--- src/rtl/alu_issue_sched.sv ---
`default_nettype none
// ============================================================================
// Module      : alu_issue_sched
// Description : Sends each decoded instruction to the single-cycle ALU or the
//               pipelined multiplier, sharing one write-back port. Detects
//               port collisions and RAW/WAW hazards against in-flight MULs.
//               Optional perf counters are enabled by ALU_ISSUE_SCHED_PERF_EN.
// Revision    : 1.0 - initial release
// ============================================================================
module alu_issue_sched #(
    parameter int MUL_LAT = 4
) (
    input  logic        clk_i,
    input  logic        rsn_i,
    input  logic        valid_i,
    input  logic [31:0] instr_i,
    output logic        stall_o,
    output logic        alu_issue_o,
    output logic        mul_issue_o,
    output logic        wb_valid_o,
    output logic        wb_sel_o,
    output logic [4:0]  wb_rd_o
`ifdef ALU_ISSUE_SCHED_PERF_EN
    ,
    output logic [31:0] stall_cnt_o,
    output logic [31:0] mul_cnt_o
`endif
);

    localparam logic [6:0] C_OP_REG    = 7'b0110011;
    localparam logic [6:0] C_OP_STORE  = 7'b0100011;
    localparam logic [6:0] C_OP_BRANCH = 7'b1100011;
    localparam logic [6:0] C_F7_MULDIV = 7'b0000001;
    localparam logic [2:0] C_F3_MUL    = 3'b000;

    logic [6:0] w_opcode;
    logic [4:0] w_rd;
    logic [2:0] w_funct3;
    logic [4:0] w_rs1;
    logic [4:0] w_rs2;
    logic [6:0] w_funct7;

    logic       w_is_mul;
    logic       w_writes;
    logic       w_uses_rs2;
    logic       w_collision;
    logic       w_raw;
    logic       w_waw;
    logic       w_stall;
    logic       w_alu_issue;
    logic       w_mul_issue;

    // Entry 0 is the multiply at write-back this cycle; entry MUL_LAT-1 is
    // the one issued last cycle.
    logic [MUL_LAT-1:0] r_vld;
    logic [4:0]         r_rd [MUL_LAT];

    logic       r_wb_valid;
    logic       r_wb_sel;
    logic [4:0] r_wb_rd;

    assign w_opcode = instr_i[6:0];
    assign w_rd     = instr_i[11:7];
    assign w_funct3 = instr_i[14:12];
    assign w_rs1    = instr_i[19:15];
    assign w_rs2    = instr_i[24:20];
    assign w_funct7 = instr_i[31:25];

    assign w_is_mul   = (w_opcode == C_OP_REG) && (w_funct3 == C_F3_MUL) &&
                        (w_funct7 == C_F7_MULDIV);
    assign w_writes   = (w_opcode != C_OP_STORE) && (w_opcode != C_OP_BRANCH) &&
                        (w_rd != 5'd0);
    assign w_uses_rs2 = (w_opcode == C_OP_REG) || (w_opcode == C_OP_STORE) ||
                        (w_opcode == C_OP_BRANCH);

    always_comb begin
        w_raw = 1'b0;
        w_waw = 1'b0;
        for (int i = 0; i < MUL_LAT; i++) begin
            if (r_vld[i]) begin
                if ((w_rs1 != 5'd0) && (w_rs1 == r_rd[i])) begin
                    w_raw = 1'b1;
                end
                if (w_uses_rs2 && (w_rs2 != 5'd0) && (w_rs2 == r_rd[i])) begin
                    w_raw = 1'b1;
                end
                if (w_writes && (w_rd == r_rd[i])) begin
                    w_waw = 1'b1;
                end
            end
        end
    end

    // Entry 1 reaches write-back next cycle, exactly when an ALU result would.
    assign w_collision = !w_is_mul && w_writes && r_vld[1];

    assign w_stall     = valid_i && (w_collision || w_raw || w_waw);
    assign w_alu_issue = valid_i && !w_stall && !rsn_i && !w_is_mul;
    assign w_mul_issue = valid_i && !w_stall && !rsn_i && w_is_mul;

    assign stall_o     = w_stall;
    assign alu_issue_o = w_alu_issue;
    assign mul_issue_o = w_mul_issue;

    always_ff @(posedge clk_i) begin
        if (rsn_i) begin
            r_vld <= '0;
            for (int i = 0; i < MUL_LAT; i++) begin
                r_rd[i] <= 5'd0;
            end
        end else begin
            for (int i = 0; i < MUL_LAT - 1; i++) begin
                r_vld[i] <= r_vld[i+1];
                r_rd[i]  <= r_rd[i+1];
            end
            r_vld[MUL_LAT-1] <= w_mul_issue && w_writes;
            r_rd[MUL_LAT-1]  <= w_rd;
        end
    end

    always_ff @(posedge clk_i) begin
        if (rsn_i) begin
            r_wb_valid <= 1'b0;
            r_wb_sel   <= 1'b0;
            r_wb_rd    <= 5'd0;
        end else if (w_alu_issue && w_writes) begin
            r_wb_valid <= 1'b1;
            r_wb_sel   <= 1'b0;
            r_wb_rd    <= w_rd;
        end else if (r_vld[1]) begin
            r_wb_valid <= 1'b1;
            r_wb_sel   <= 1'b1;
            r_wb_rd    <= r_rd[1];
        end else begin
            r_wb_valid <= 1'b0;
            r_wb_sel   <= 1'b0;
            r_wb_rd    <= 5'd0;
        end
    end

    assign wb_valid_o = r_wb_valid;
    assign wb_sel_o   = r_wb_sel;
    assign wb_rd_o    = r_wb_rd;

`ifdef ALU_ISSUE_SCHED_PERF_EN
    logic [31:0] r_stall_cnt;
    logic [31:0] r_mul_cnt;

    always_ff @(posedge clk_i) begin
        if (rsn_i) begin
            r_stall_cnt <= 32'd0;
            r_mul_cnt   <= 32'd0;
        end else begin
            if (valid_i && w_stall) begin
                r_stall_cnt <= r_stall_cnt + 32'd1;
            end
            if (w_mul_issue) begin
                r_mul_cnt <= r_mul_cnt + 32'd1;
            end
        end
    end

    assign stall_cnt_o = r_stall_cnt;
    assign mul_cnt_o   = r_mul_cnt;
`endif

endmodule
`default_nettype wire

--- config.mk ---
export PLATFORM = sky130hd
export DESIGN_NAME = alu_issue_sched
export DESIGN_NICKNAME = d
export VERILOG_FILES = /design/src/rtl/alu_issue_sched.sv
export SDC_FILE = /design/constraint.sdc
export NUM_CORES = 1
export LEC_CHECK = 0
export CORE_UTILIZATION = 40
export CTS_CLUSTER_SIZE = 24
export DETAILED_ROUTE_END_ITERATION = 6
export PLACE_DENSITY = 0.67
export REMOVE_ABC_BUFFERS = 1
export SLEW_MARGIN = 5
export SYNTH_ARGS = -nofsm -noshare
export SYNTH_HDL_FRONTEND = slang
export SYNTH_SLANG_ARGS = --single-unit
--- constraint.sdc ---
create_clock -name clk_i -period 2.4 [get_ports clk_i]
set_clock_uncertainty 0.1 [all_clocks]
set_input_delay 0.48 -clock clk_i [delete_from_list [all_inputs] [get_ports clk_i]]
set_output_delay 0.48 -clock clk_i [all_outputs]
set_load 0.005 [all_outputs]
Yosys cells after proc, flatten, opt, wreduce, memory -nomap -nowiden
Memory sizes are Yosys's and may differ from the RTL's.
Cells that the tools add are included.
{ "word_totals": {"reg_bits": 11, "ramBits": 20, "in_bits": 35, "output_inout_bits": 10, "word_cells": 96, "memories": 1} }
{ "classes": {"eq_ne": 18, "muxes": 31, "n_bitwise": 4, "reduce_logical": 38} }
{ "mem_list": {"columns": ["name", "words", "word_bits", "rd", "rd_ports_with_merged_regs", "wr", "line", "text"], "rows": [
  ["r_rd", 4, 5, 4, 0, 4, "56", "logic [4:0] r_rd [MUL_LAT];"]
]} }
{ "ops": {"columns": ["operator", "count"], "rows": [
  ["5-bit equality test", 12],
  ["5-bit two-way mux", 6],
  ["1-bit logical AND", 26],
  ["1-bit two-way mux", 25],
  ["5-bit nonzero test", 3],
  ["7-bit by 6-bit equality test with 1-bit output (second input constant)", 2],
  ["7-bit by 1-bit equality test with 1-bit output (second input constant)", 1],
  ["7-bit equality test (second input constant)", 1],
  ["7-bit by 6-bit != test with 1-bit output (second input constant)", 1],
  ["7-bit != test (second input constant)", 1],
  ["1-bit logical OR", 4],
  ["1-bit OR", 4],
  ["1-bit zero test", 3],
  ["3-bit zero test", 1],
  ["2-bit OR reduction", 1]
]} }

Longest topological paths before layout
{ "logic_depth": {"word_depth": 25, "mapped_depth": 8, "ltp_nobuf": 6} }

Worst setup path before layout
OpenSTA, ideal clock, no wires.
{ "synth_path": {"path_kind": "input -> output", "start": "input instr_i[27]", "end": "output mul_issue_o", "arrival_ps": 1734, "required_ps": 1820, "slack_ps": 86, "cell_stages": 5, "n_path_buf": 0, "path_cell_list": "or4_4 -> nor3_4 -> or2b_2 -> a21oi_2 -> nor4b_2"} }
{ "synth_between": {"elab_chain_len": 12} }
{ "synth_rtl": {"columns": ["item", "line", "text"], "rows": [
  ["start, declared", "16", "input logic [31:0] instr_i,"],
  ["7-bit by 1-bit equality test with 1-bit output (*)", "70", "(w_funct7 == C_F7_MULDIV);"],
  ["1-bit logical AND (*)", "69", "assign w_is_mul = (w_opcode == C_OP_REG) && (w_funct3 == C_F3_MUL) &&"],
  ["1-bit zero test", "95", "assign w_collision = !w_is_mul && w_writes && r_vld[1];"],
  ["1-bit logical AND (2 in series)", "95", null],
  ["1-bit logical OR (2 in series)", "97", "assign w_stall = valid_i && (w_collision || w_raw || w_waw);"],
  ["1-bit logical AND", "97", null],
  ["1-bit zero test", "99", "assign w_mul_issue = valid_i && !w_stall && !rsn_i && w_is_mul;"],
  ["1-bit logical AND (2 in series)", "99", null],
  ["1-bit logical AND (*)", "99", null],
  ["end, declared", "19", "output logic mul_issue_o,"]
]} }
Every way passes the cells marked *; elsewhere a longest branch is shown, timed or not.

==> impl_metrics.ini <==
[worst_setup_path]
critPathLaunchType = flop
reg2reg_to = wb_rd_o[0]
r2r_slack_ns = 0.48
slowest_delay_ns = 0.32
cp-startpoint = r_rd[2][2]
crit_path_end_kind = primary output
required_ns = 1.82
timing.rr.start = r_rd[2][2]
ff2ff_path_depth = 9
path_class = flop to primary output
crit_chain = buf_4, xor2_1, nor4_1, nand3_1, nand4_1, a32o_2, buf_6, o21a_1, buf_2
arrival_ns = 1.96
cp_max_fo = 2
slowest_stage = dfxtp_2

[clock_tree]
cts_hold_buf = 0
clock-root-buffer = clkbuf_8
htree_num_levels = 2
numCtsBuffers = 5
clockBufferDepth = 2
clk_pin_slew_ns = 0.07
worstSkewPairLatency_ns = 0.29
cts.sinks = 31
cts_tree = done

[drt]
via_count = 1700
totalWireLength_mm = 5.19
route.detailed.drc = 0
drtIter0Drc = 105
postRouteAntennaNets = 0
wire_per_inst_um = 15.5
viasPerCell = 5.09
drt-pass1-iter-count = 4

[timing]
slew_headroom = 0.726
rsz0062_at_grt = true
drv_slew = 0
fin_crit_ns = 2.54
fin_crit_sh = 1.06
final.setup.tns_ns = -0.389
worst_pin_slew_ns = 0.410
setup_slack_ns = -0.138
report.final.setup_viol = 3
timing_hold_violations_final = 0
max_freq_mhz = 394
timing.hold.ws_ns = 0.401

[cells_and_area]
syn_to_final_growth_pct = 46.5
fin_area_sq_um = 2660
drive_gt1_frac = 0.383
final_nets = 316
diodes = 0

[power_and_ir_drop]
p_sw_mw = 0.320
ir_drop_uv = 324
p_int_mw = 0.848
leakagePower_nw = 1.20
swShare = 0.274
pwr-share-seq = 0.470
pwr-share-comb = 0.186
p_total_mw = 1.17
power.density_nw_per_um2 = 440
clockPowerShare = 0.345

[place]
gp_congestion = 0.870
port_buffers = 44
placed_area_sq_um = 2490
dp_hpwl_mm = 3.83
place_ws_ns = -0.973

[grt]
grt_pass1_wl_mm = 8.34
grt_max_degree = 25
gr-usage-all-layers = 0.222
grt-ovfl-total = 0
first_global_vias = 1672
antenna_found_initial = 0

[floorplanning]
die_h_um = 69.3
die_area_sq_um = 4810
die_w_um = 69.3
core_area_sq_um = 4350
rows = 24
top_level_ports = 45
start_util = 0.416

[synth]
seq_area_frac_synth = 0.342
avgSynthCellArea_sq_um = 8.84
synthCells = 205
synth.top_cell.area_share = 0.342
synth_cell_type_count = 30
synth_area_leaders = dfxtp_1, xor2_1, nor2b_1
synth_area_sq_um = 1810
ys_ff_latch = 31
yosys.area.top_type = dfxtp_1
yosys_warnings = 0

[run]
drv_cap = 0

[status]
outcome = finished, violations left
violations = negative setup slack

[min_path]
worstHoldStart = instr_i[10]
holdPathStages = 2
holdCritPathClass = input port to flop
hold_end = r_rd[3][3]
[per-layer routing]
layer  share of wire  routed length (um)  track usage
met2            0.48                2510        0.366
met5               0                   0            0
met1            0.43                2220        0.286
met3           0.074                 383       0.0480
met4           0.015                  80       0.0794
[area by class of cell]
class	instances	area, sq um
Sequential cell	31	661
Inverter	4	15.0
Timing Repair Buffer	88	691
Tap cell	52	65.1
Multi-Input combinational cell	151	1140
Clock buffer	5	68.8
Fill cell	380	1700
Clock inverter	3	20.0
[Yosys cell counts, drive strengths merged]
library cell	instances
nand3	13
o21ai	1
dfxtp	31
o22ai	1
or4	2
and4	1
clkbuf	3
o21bai	1
nor4b	1
xnor2	12
nor2	9
nand4	4
inv	4
nand2	9
nor3	4
nand2b	1
buf	16
o21a	1
or2b	1
o31ai	4
nor2b	20
nor4	15
a21oi	2
xor2	48
a32o	1
[sequential cells by signal (all words and copies together) (netlist names)]
name	cells
wb_rd_o	5
wb_sel_o	1
r_vld	4
wb_valid_o	1
r_rd	20
[worst max-delay path, delay by kind of cell (launching register included)]
family	cells	cell delay [ns]
AOI/OAI and AO/OA	2	0.31
and+or+nand+nor	3	0.57
buffers and inverters	3	0.33
DFF	1	0.32
xor gates and xnor gates	1	0.13
[how the worst max path moves through the flow]
stage,to,slack (ns),cells past startpoint
2_1_floorplan,mul_issue_o,0.09,5
3_3_place_gp,stall_o,-0.97,8
3_5_place_dp,stall_o,-0.97,8
4_1_cts,alu_issue_o,-0.14,8
5_1_grt,stall_o,-0.24,9
6_report,stall_o,-0.14,9
[layout by cell type, fill, tap and decap left out, types with 5 or more instances in the layout]
cell type	instances
xor2_1	46
buf_4	37
nor2b_1	20
buf_2	20
nand3_1	13
dfxtp_1	13
nor4_1	12
xnor2_1	12
dfxtp_2	11
buf_6	10
nand2_1	9
nor2_1	9
dlygate4sd2_1	9
clkdlybuf4s50_1	9
dfxtp_4	7
clkbuf_8	5
[power groups by stage]
stage | combinational [mW] | clock, mW | sequential [mW]
after CTS | 0.212 | 0.413 | 0.552
after detailed placement | 0.224 | 0 | 0.563
after floorplan | 0.0805 | 0 | 0.557
after global routing | 0.237 | 0.437 | 0.549
after global placement | 0.223 | 0 | 0.563
final | 0.217 | 0.403 | 0.549
[logic make-up after synthesis]
| kind of cell | after synthesis | synth area share |
|---|---|---|
| flops | 31 | 0.342 |
| buf+inv | 23 | 0.0621 |
| xor+xnor | 60 | 0.290 |
| compound gates | 11 | 0.0442 |
| simple gates | 80 | 0.262 |
[what timing repair did]
action	4_1_cts	5_1_grt
cloned	0	0
buffers inserted	6	2
setup endpoints to repair	3	3
gates resized for setup	142	13
pin swaps	30	12
[stage by stage]
stage	std cells	util
2_1_floorplan	186	-
3_3_place_gp	318	0.572
3_5_place_dp	318	0.572
4_1_cts	332	0.595
5_1_grt	334	0.610
6_report	334	0.610
Power figures use the tool's default switching activity.
